--- src/rtl/spi_master_pkg.sv ---
// Shared types and helpers for the SPI mode-0 master.
package spi_master_pkg;

    typedef enum logic [2:0] {
        StIdle  = 3'd0,
        StLead  = 3'd1,
        StHigh  = 3'd2,
        StLow   = 3'd3,
        StTrail = 3'd4,
        StGap   = 3'd5
    } state_e;

    // Largest of three hold lengths; sizes the shared divider counter.
    function automatic int unsigned max3(input int unsigned a, input int unsigned b,
                                         input int unsigned c);
        int unsigned m;
        m = (a > b) ? a : b;
        return (m > c) ? m : c;
    endfunction

endpackage

--- src/rtl/spi_master_if.sv ---
// Host-side handshake and SPI pin bundle for spi_master.
interface spi_master_if #(
    parameter int unsigned p_WORD_LEN = 8
);
    logic [p_WORD_LEN-1:0] i_data;
    logic                  i_dv;
    logic                  o_ready;
    logic                  o_busy;
    logic [p_WORD_LEN-1:0] o_data;
    logic                  o_dv;
    logic                  o_sclk;
    logic                  o_mosi;
    logic                  o_ss;
    logic                  i_miso;

    modport master (
        input  i_data, i_dv, i_miso,
        output o_ready, o_busy, o_data, o_dv, o_sclk, o_mosi, o_ss
    );

    modport slave (
        output i_data, i_dv, i_miso,
        input  o_ready, o_busy, o_data, o_dv, o_sclk, o_mosi, o_ss
    );
endinterface

--- src/rtl/spi_master_clk_div.sv ---
// Loadable down-counter; o_tc is high while the count sits at zero. Never wraps.
module spi_master_clk_div #(
    parameter int unsigned p_CNT_W = 3
) (
    input  logic               i_clk,
    input  logic               i_rst,
    input  logic               i_load,
    input  logic [p_CNT_W-1:0] i_load_val,
    output logic               o_tc
);
    logic [p_CNT_W-1:0] cnt_q, cnt_d;

    // Next count: load wins, otherwise count down and stop at zero.
    always_comb begin
        cnt_d = cnt_q;
        if (i_load) begin
            cnt_d = i_load_val;
        end else if (cnt_q != '0) begin
            cnt_d = cnt_q - p_CNT_W'(1);
        end
    end

    // Count register.
    always_ff @(posedge i_clk) begin
        if (i_rst) begin
            cnt_q <= '0;
        end else begin
            cnt_q <= cnt_d;
        end
    end

    assign o_tc = (cnt_q == '0);
endmodule

--- src/rtl/spi_master.sv ---
// SPI mode-0 master: one word per accepted request, MSB first by default.
// Define SPI_MASTER_LSB_FIRST_EN to shift LSB first in both directions.
module spi_master
    import spi_master_pkg::*;
#(
    parameter int unsigned p_WORD_LEN = 8,
    parameter int unsigned p_CLK_DIV  = 4,
    parameter int unsigned p_CS_SETUP = 4,
    parameter int unsigned p_CS_GAP   = 4
) (
    input logic          i_clk,
    input logic          i_rst,
    spi_master_if.master bus
);
    localparam int unsigned DivW = $clog2(max3(p_CLK_DIV, p_CS_SETUP, p_CS_GAP) + 1);
    localparam int unsigned BitW = $clog2(p_WORD_LEN + 1);
    // Divider reload values: a state held N cycles reloads N-1.
    localparam logic [DivW-1:0] SetupLd = DivW'(p_CS_SETUP - 1);
    localparam logic [DivW-1:0] HalfLd  = DivW'(p_CLK_DIV - 1);
    localparam logic [DivW-1:0] GapLd   = DivW'(p_CS_GAP - 1);

    state_e                state_q, state_d;
    logic [p_WORD_LEN-1:0] sr_q, sr_d;
    logic [BitW-1:0]       bit_cnt_q, bit_cnt_d;
    logic                  sclk_q, sclk_d;
    logic                  mosi_q, mosi_d;
    logic                  ss_q, ss_d;
    logic [p_WORD_LEN-1:0] data_q, data_d;
    logic                  dv_q, dv_d;

    logic                  div_load;
    logic [DivW-1:0]       div_val;
    logic                  div_tc;

    logic                  first_bit;
    logic                  next_bit;
    logic [p_WORD_LEN-1:0] sr_shifted;

`ifdef SPI_MASTER_LSB_FIRST_EN
    assign first_bit  = bus.i_data[0];
    assign next_bit   = sr_q[0];
    assign sr_shifted = {bus.i_miso, sr_q[p_WORD_LEN-1:1]};
`else
    assign first_bit  = bus.i_data[p_WORD_LEN-1];
    assign next_bit   = sr_q[p_WORD_LEN-1];
    assign sr_shifted = {sr_q[p_WORD_LEN-2:0], bus.i_miso};
`endif

    spi_master_clk_div #(
        .p_CNT_W (DivW)
    ) u_clk_div (
        .i_clk      (i_clk),
        .i_rst      (i_rst),
        .i_load     (div_load),
        .i_load_val (div_val),
        .o_tc       (div_tc)
    );

    // Next-state, shift and pin logic; every state change reloads the divider.
    always_comb begin
        state_d   = state_q;
        sr_d      = sr_q;
        bit_cnt_d = bit_cnt_q;
        sclk_d    = sclk_q;
        mosi_d    = mosi_q;
        ss_d      = ss_q;
        data_d    = data_q;
        dv_d      = 1'b0;
        div_load  = 1'b0;
        div_val   = '0;
        unique case (state_q)
            StIdle: begin
                if (bus.i_dv) begin
                    sr_d      = bus.i_data;
                    ss_d      = 1'b0;
                    mosi_d    = first_bit;
                    bit_cnt_d = BitW'(p_WORD_LEN);
                    div_load  = 1'b1;
                    div_val   = SetupLd;
                    state_d   = StLead;
                end
            end
            StLead, StLow: begin
                if (div_tc) begin
                    // Rising edge: sample miso on the same cycle sclk goes high.
                    sclk_d    = 1'b1;
                    sr_d      = sr_shifted;
                    bit_cnt_d = bit_cnt_q - BitW'(1);
                    div_load  = 1'b1;
                    div_val   = HalfLd;
                    state_d   = StHigh;
                end
            end
            StHigh: begin
                if (div_tc) begin
                    sclk_d   = 1'b0;
                    div_load = 1'b1;
                    div_val  = HalfLd;
                    if (bit_cnt_q != '0) begin
                        mosi_d  = next_bit;
                        state_d = StLow;
                    end else begin
                        state_d = StTrail;
                    end
                end
            end
            StTrail: begin
                if (div_tc) begin
                    ss_d     = 1'b1;
                    data_d   = sr_q;
                    dv_d     = 1'b1;
                    div_load = 1'b1;
                    div_val  = GapLd;
                    state_d  = StGap;
                end
            end
            StGap: begin
                if (div_tc) begin
                    state_d = StIdle;
                end
            end
            default: state_d = StIdle;
        endcase
    end

    // State and output registers; reset aborts any transfer in flight.
    always_ff @(posedge i_clk) begin
        if (i_rst) begin
            state_q   <= StIdle;
            sr_q      <= '0;
            bit_cnt_q <= '0;
            sclk_q    <= 1'b0;
            mosi_q    <= 1'b0;
            ss_q      <= 1'b1;
            data_q    <= '0;
            dv_q      <= 1'b0;
        end else begin
            state_q   <= state_d;
            sr_q      <= sr_d;
            bit_cnt_q <= bit_cnt_d;
            sclk_q    <= sclk_d;
            mosi_q    <= mosi_d;
            ss_q      <= ss_d;
            data_q    <= data_d;
            dv_q      <= dv_d;
        end
    end

    assign bus.o_ready = (state_q == StIdle);
    assign bus.o_busy  = (state_q != StIdle);
    assign bus.o_sclk  = sclk_q;
    assign bus.o_mosi  = mosi_q;
    assign bus.o_ss    = ss_q;
    assign bus.o_data  = data_q;
    assign bus.o_dv    = dv_q;
endmodule

--- src/flat_wrapper.sv ---
// flat-port wrapper written by rule: the top's interface ports become plain ports
module spi_master_flat import spi_master_pkg::*;
#(
    parameter int unsigned p_WORD_LEN = 8,
    parameter int unsigned p_CLK_DIV  = 4,
    parameter int unsigned p_CS_SETUP = 4,
    parameter int unsigned p_CS_GAP   = 4
)
  (i_clk, i_rst, bus_i_data, bus_i_dv, bus_i_miso, bus_o_ready, bus_o_busy, bus_o_data, bus_o_dv, bus_o_sclk, bus_o_mosi, bus_o_ss);
  spi_master_if #(.p_WORD_LEN(p_WORD_LEN)) bus_i ();
  input logic i_clk;
  input logic i_rst;
  input wire logic [$bits(bus_i.i_data)-1:0] bus_i_data;
  input wire logic [$bits(bus_i.i_dv)-1:0] bus_i_dv;
  input wire logic [$bits(bus_i.i_miso)-1:0] bus_i_miso;
  output wire logic [$bits(bus_i.o_ready)-1:0] bus_o_ready;
  output wire logic [$bits(bus_i.o_busy)-1:0] bus_o_busy;
  output wire logic [$bits(bus_i.o_data)-1:0] bus_o_data;
  output wire logic [$bits(bus_i.o_dv)-1:0] bus_o_dv;
  output wire logic [$bits(bus_i.o_sclk)-1:0] bus_o_sclk;
  output wire logic [$bits(bus_i.o_mosi)-1:0] bus_o_mosi;
  output wire logic [$bits(bus_i.o_ss)-1:0] bus_o_ss;
  assign bus_i.i_data = bus_i_data;
  assign bus_i.i_dv = bus_i_dv;
  assign bus_i.i_miso = bus_i_miso;
  assign bus_o_ready = bus_i.o_ready;
  assign bus_o_busy = bus_i.o_busy;
  assign bus_o_data = bus_i.o_data;
  assign bus_o_dv = bus_i.o_dv;
  assign bus_o_sclk = bus_i.o_sclk;
  assign bus_o_mosi = bus_i.o_mosi;
  assign bus_o_ss = bus_i.o_ss;
  spi_master #(.p_WORD_LEN(p_WORD_LEN), .p_CLK_DIV(p_CLK_DIV), .p_CS_SETUP(p_CS_SETUP), .p_CS_GAP(p_CS_GAP)) u_core (.i_clk(i_clk), .i_rst(i_rst), .bus(bus_i));
endmodule
--- config.mk ---
export PLATFORM = sky130hd
export DESIGN_NAME = spi_master_flat
export DESIGN_NICKNAME = d
export VERILOG_FILES = /design/src/rtl/spi_master_pkg.sv /design/src/rtl/spi_master_if.sv /design/src/rtl/spi_master_clk_div.sv /design/src/rtl/spi_master.sv /design/src/flat_wrapper.sv
export SDC_FILE = /design/constraint.sdc
export NUM_CORES = 1
export LEC_CHECK = 0
export BUFFER_PORTS_ARGS = -buffer_cell sky130_fd_sc_hd__buf_2
export CORE_MARGIN = 8
export CORE_UTILIZATION = 50
export CTS_CLUSTER_DIAMETER = 200
export CTS_CLUSTER_SIZE = 40
export DETAILED_ROUTE_END_ITERATION = 8
export GPL_ROUTABILITY_DRIVEN = 0
export GPL_TIMING_DRIVEN = 0
export MAX_ROUTING_LAYER = met4
export PLACE_DENSITY_LB_ADDON = 0.08
export REMOVE_ABC_BUFFERS = 1
export SLEW_MARGIN = 10
export SYNTH_ARGS = -nofsm -noshare
export SYNTH_HDL_FRONTEND = slang
export SYNTH_SLANG_ARGS = --single-unit
export TNS_END_PERCENT = 30
--- constraint.sdc ---
create_clock -name i_clk -period 1.7 [get_ports i_clk]
set_input_delay 0.17 -clock i_clk [delete_from_list [all_inputs] [get_ports i_clk]]
set_output_delay 0.17 -clock i_clk [all_outputs]
set_load 0.1 [all_outputs]
==> PnR_summary.wiki <==
{| class="wikitable"
! Metric !! Value
|-
| Prevailing post-synth register cell || sky130_fd_sc_hd__dfxtp_1
|-
| H-Tree Level Count || 2
|-
| Cell total after placement || around 190
|-
| Share of the synthesized area in the top cell type || between 40% and 50%
|-
| Post-layout util || 61.84%
|-
| Period utilization || 95.94%
|-
| Switching fraction of total power || a little over two fifths
|-
| Ratio of cells with drive above 1 in the final layout || between 30% and 40%
|-
| Combinational group share of total power || between 40 and 50%
|-
| Peak fanout along the critical path || 10
|-
| Fmax || roughly 610 MHz
|-
| Worst Path Required || 1.53 ns
|-
| Drt drc || 0
|-
| Number of warnings reported in the yosys synthesis log || 0
|-
| Setup-violating endpoint count in the final report || 0
|-
| Final ANT Viol Nets || 0
|-
| Routed vias || approximately 1100
|-
| Sort of element at the end of the critical path || primary output
|-
| PnR Total Power || 0.003152 W
|-
| Core area || roughly 2700 sq um
|-
| Internal Power || between 0.0015 and 0.002 W
|-
| Ordered list of cells on the worst path || or3_1, clkbuf_4
|-
| Share of synthesized flip-flops with an asynchronous set or reset || 0%
|-
| Largest stage delay on the critical path || between 0.4 and 0.5 ns
|-
| Clock network latency to the later pin of the worst-skew pair || ~0.34 ns
|-
| Ant. Diodes || 0
|-
| Overflow after GRT || 0
|-
| Hold violation count in the final report || 0
|-
| Max-cap violations || 0
|-
| Top Ports || 26
|-
| Worst max-slew margin expressed relative to the limit || 60.97%
|-
| GRT Util Overall || ~14%
|-
| Quantity of I/O buffers inserted on ports || 25
|-
| Worst-Margin Slew || 0.5855 ns
|-
| Final critical-path required period || ~1.6 ns
|-
| Total half-perimeter wirelength after legalization and detailed placement || a little over 2000 microns
|-
| Global-route wire length before repair || approximately 4800 microns
|-
| Most used cells in the layout excluding fill and tap cells || sky130_fd_sc_hd__dfxtp_1, sky130_fd_sc_hd__buf_2, sky130_fd_sc_hd__nor2_1
|-
| Highest ir drop seen on vdd || around 0.0013 V
|-
| Bufs on Longest Clock Path || 2
|-
| Summed instance area of the synthesized netlist || roughly 1400 sq um
|-
| Detailed-route wire length || approximately 3000 microns
|-
| Antenna violations before repair || 0
|-
| Clock sink count || 30
|-
| Wire length per cell || between 10 and 15 microns
|-
| Unique masters post-synth || 34
|-
| Post-Syn Area per Cell || approximately 9.7 sq um
|-
| Number of clock buffers inserted by TritonCTS || 5
|-
| Worst setup path class || register to primary output
|-
| Status || complete, no violations
|-
| Largest net degree at the start of global routing || 23
|-
| Vias in the first global route || approximately 1100
|-
| Post-synthesis register bit count || 30
|-
| Gate count after technology mapping || 140
|-
| CTS tree || built
|-
| Final Non-Filler Cells || between 200 and 250
|-
| Slowest cell on the critical path || sky130_fd_sc_hd__or3_1
|-
| Switching power summed over all nets || ~0.0014 W
|-
| Post-detailed-route via-to-cell ratio || roughly 5.4
|-
| Height of the die || slightly below 70 microns
|-
| CTS Hold Bufs || 0
|-
| Seq/Total Area, Yosys || 44.28%
|-
| Class of the tightest hold or removal check || primary input to register
|-
| Commonest non-fill, non-tap cell in the layout || sky130_fd_sc_hd__dfxtp_1
|-
| Final-stage net count || 185
|-
| Root buffer selected by CTS || sky130_fd_sc_hd__clkbuf_4
|-
| Critical Path Source Type || register
|-
| Final-layout worst hold slack || 0.1697 ns
|-
| Fin Clk Skew || 0.01212 ns
|-
| Max Transition Viols Final || 0
|-
| Clock share of power || 17.6%
|-
| Internal reg-to-reg setup slack || approximately 0.090 ns
|-
| DIE AREA || 4635 sq um
|-
| First-iteration detailed-routing DRC count || 35
|-
| Area grow syn2layout || 21.40%
|-
| Effective utilization at floorplan || 50.94%
|-
| Post-synth EDFFs || 0
|-
| Number of optimization iterations in the first detailed-route pass || 4
|-
| Clock-pin slew on the worst setup and hold paths || roughly 0.10 ns
|-
| Static leakage || roughly 0.74 nW
|-
| Most area-hungry cell type in the Yosys netlist || sky130_fd_sc_hd__dfxtp_1
|-
| Crit path arrival time || roughly 1.5 ns
|-
| Width of the die || 68.08 microns
|-
| Sequential Power Share || between 30 and 40%
|-
| Total number of placement rows || 19
|-
| Synth top area cells || sky130_fd_sc_hd__dfxtp_1, sky130_fd_sc_hd__mux2i_1, sky130_fd_sc_hd__a22o_1
|-
| Ratio of total power to cell area || between 1500 and 2000 nW/um^2
|}
[logic make-up after synthesis]
| kind of cell | Yosys count | share of synthesized area, % |
|---|---|---|
| AOI/OAI and AO/OA | 35 | 19.10 |
| xor gates and xnor gates | 3 | 1.938 |
| muxes | 12 | 8.949 |
| and+or+nand+nor | 43 | 17.71 |
| adders and majority gates | 3 | 2.768 |
| buffers and inverters | 14 | 5.258 |
| DFF | 30 | 44.28 |
[power by group through the flow]
stage	Sequential [W]	Combinational [W]	Clock (W)
after floorplan	0.00118	0.000986	0
after global placement	0.00104	0.00134	0
after detailed placement	0.00105	0.00137	0
after CTS	0.00104	0.00151	0.000576
after global routing	0.00108	0.00168	0.000605
final	0.00105	0.00155	0.000555
[final cells by class]
cell class              count  area (sq um)
clock buffers               5         37.54
repair buffers             30         192.7
multi-input cells          96         706.9
inverters                   7         26.28
fillers                   245          1016
flip-flops and latches     30         604.3
well taps                  31         38.79
clock inverters             3         40.04
[registers in the layout, indices dropped and copies added, names as in the netlist]
signal,count
u_core.bus.o_dv,1
u_core.bus.o_data,8
u_core.bus.o_mosi,1
u_core.u_clk_div.cnt_q,3
u_core.sr_q,8
u_core.bus.o_ss,1
u_core.bit_cnt_q,4
u_core.bus.o_sclk,1
u_core.state_q,3
[synthesized netlist by cell type (2+ instances only)]
cell type                    n
sky130_fd_sc_hd__a211oi_1    9
sky130_fd_sc_hd__a211oi_2    2
sky130_fd_sc_hd__a21oi_1     8
sky130_fd_sc_hd__a22o_1      8
sky130_fd_sc_hd__a31oi_1     2
sky130_fd_sc_hd__and2_1      2
sky130_fd_sc_hd__buf_2       3
sky130_fd_sc_hd__buf_6       2
sky130_fd_sc_hd__clkbuf_1    2
sky130_fd_sc_hd__dfxtp_1    30
sky130_fd_sc_hd__ha_1        3
sky130_fd_sc_hd__inv_1       7
sky130_fd_sc_hd__mux2i_1    11
sky130_fd_sc_hd__nand2_1     9
sky130_fd_sc_hd__nand2b_1    2
sky130_fd_sc_hd__nand4bb_1   2
sky130_fd_sc_hd__nor2_1     14
sky130_fd_sc_hd__nor2b_1     2
sky130_fd_sc_hd__nor3_1      2
sky130_fd_sc_hd__o21ai_0     4
sky130_fd_sc_hd__xnor2_1     3
[final timing paths]
| kind | from | cells past startpoint | end |
|---|---|---|---|
| setup reg to reg | u_core.u_clk_div.cnt_q[0]$_SDFFE_PP0P_ | 7 | u_core.bus.o_data[4]$_SDFFE_PP0P_ |
| hold / removal | bus_i_data[4] | 3 | u_core.sr_q[4]$_SDFFE_PP0P_ |
| setup / recovery | u_core.state_q[0]$_SDFFE_PP0P_ | 2 | bus_o_busy |
| hold reg to reg | u_core.bus.o_ss$_SDFFE_PP1P_ | 2 | u_core.bus.o_ss$_SDFFE_PP1P_ |
[per-stage QoR]
stage / worst slack, ns / area, sq um / TNS [ns]
6_report: 0.06903 / 1647 / 0
5_1_grt: -0.01592 / 1647 / -0.03260
4_1_cts: -0.03197 / 1610 / -0.05801
3_5_place_dp: -0.3420 / 1475 / -3.685
3_3_place_gp: -0.3110 / 1475 / -2.906
2_1_floorplan: -1.007 / 1311 / -5.567
[critical path: cells and delay by family, from the launching register on]
family / cells / cell delay, ns
AND/OR/NAND/NOR: 1 / 0.43
buffers and inverters: 1 / 0.30
flip-flops: 1 / 0.38
[metal layers]
metal | vias to the layer above | wire length (microns) | global-route usage [%] | part of all wire, %
met5 | - | 0 | - | 0
met4 | 0 | 51 | 7.928 | 1.7
met3 | 5 | 113 | 4.092 | 3.8
met2 | 17 | 1406 | 20.98 | 48
met1 | 504 | 1380 | 16.60 | 47
li1 | 561 | - | - | -
[repair_timing]
action                     in CTS  in global routing
pin swaps                       1                  2
setup endpoints to repair      22                 21
resized for setup               7                  7
setup buffers                   2                  3
Power figures use the tool's default switching activity.
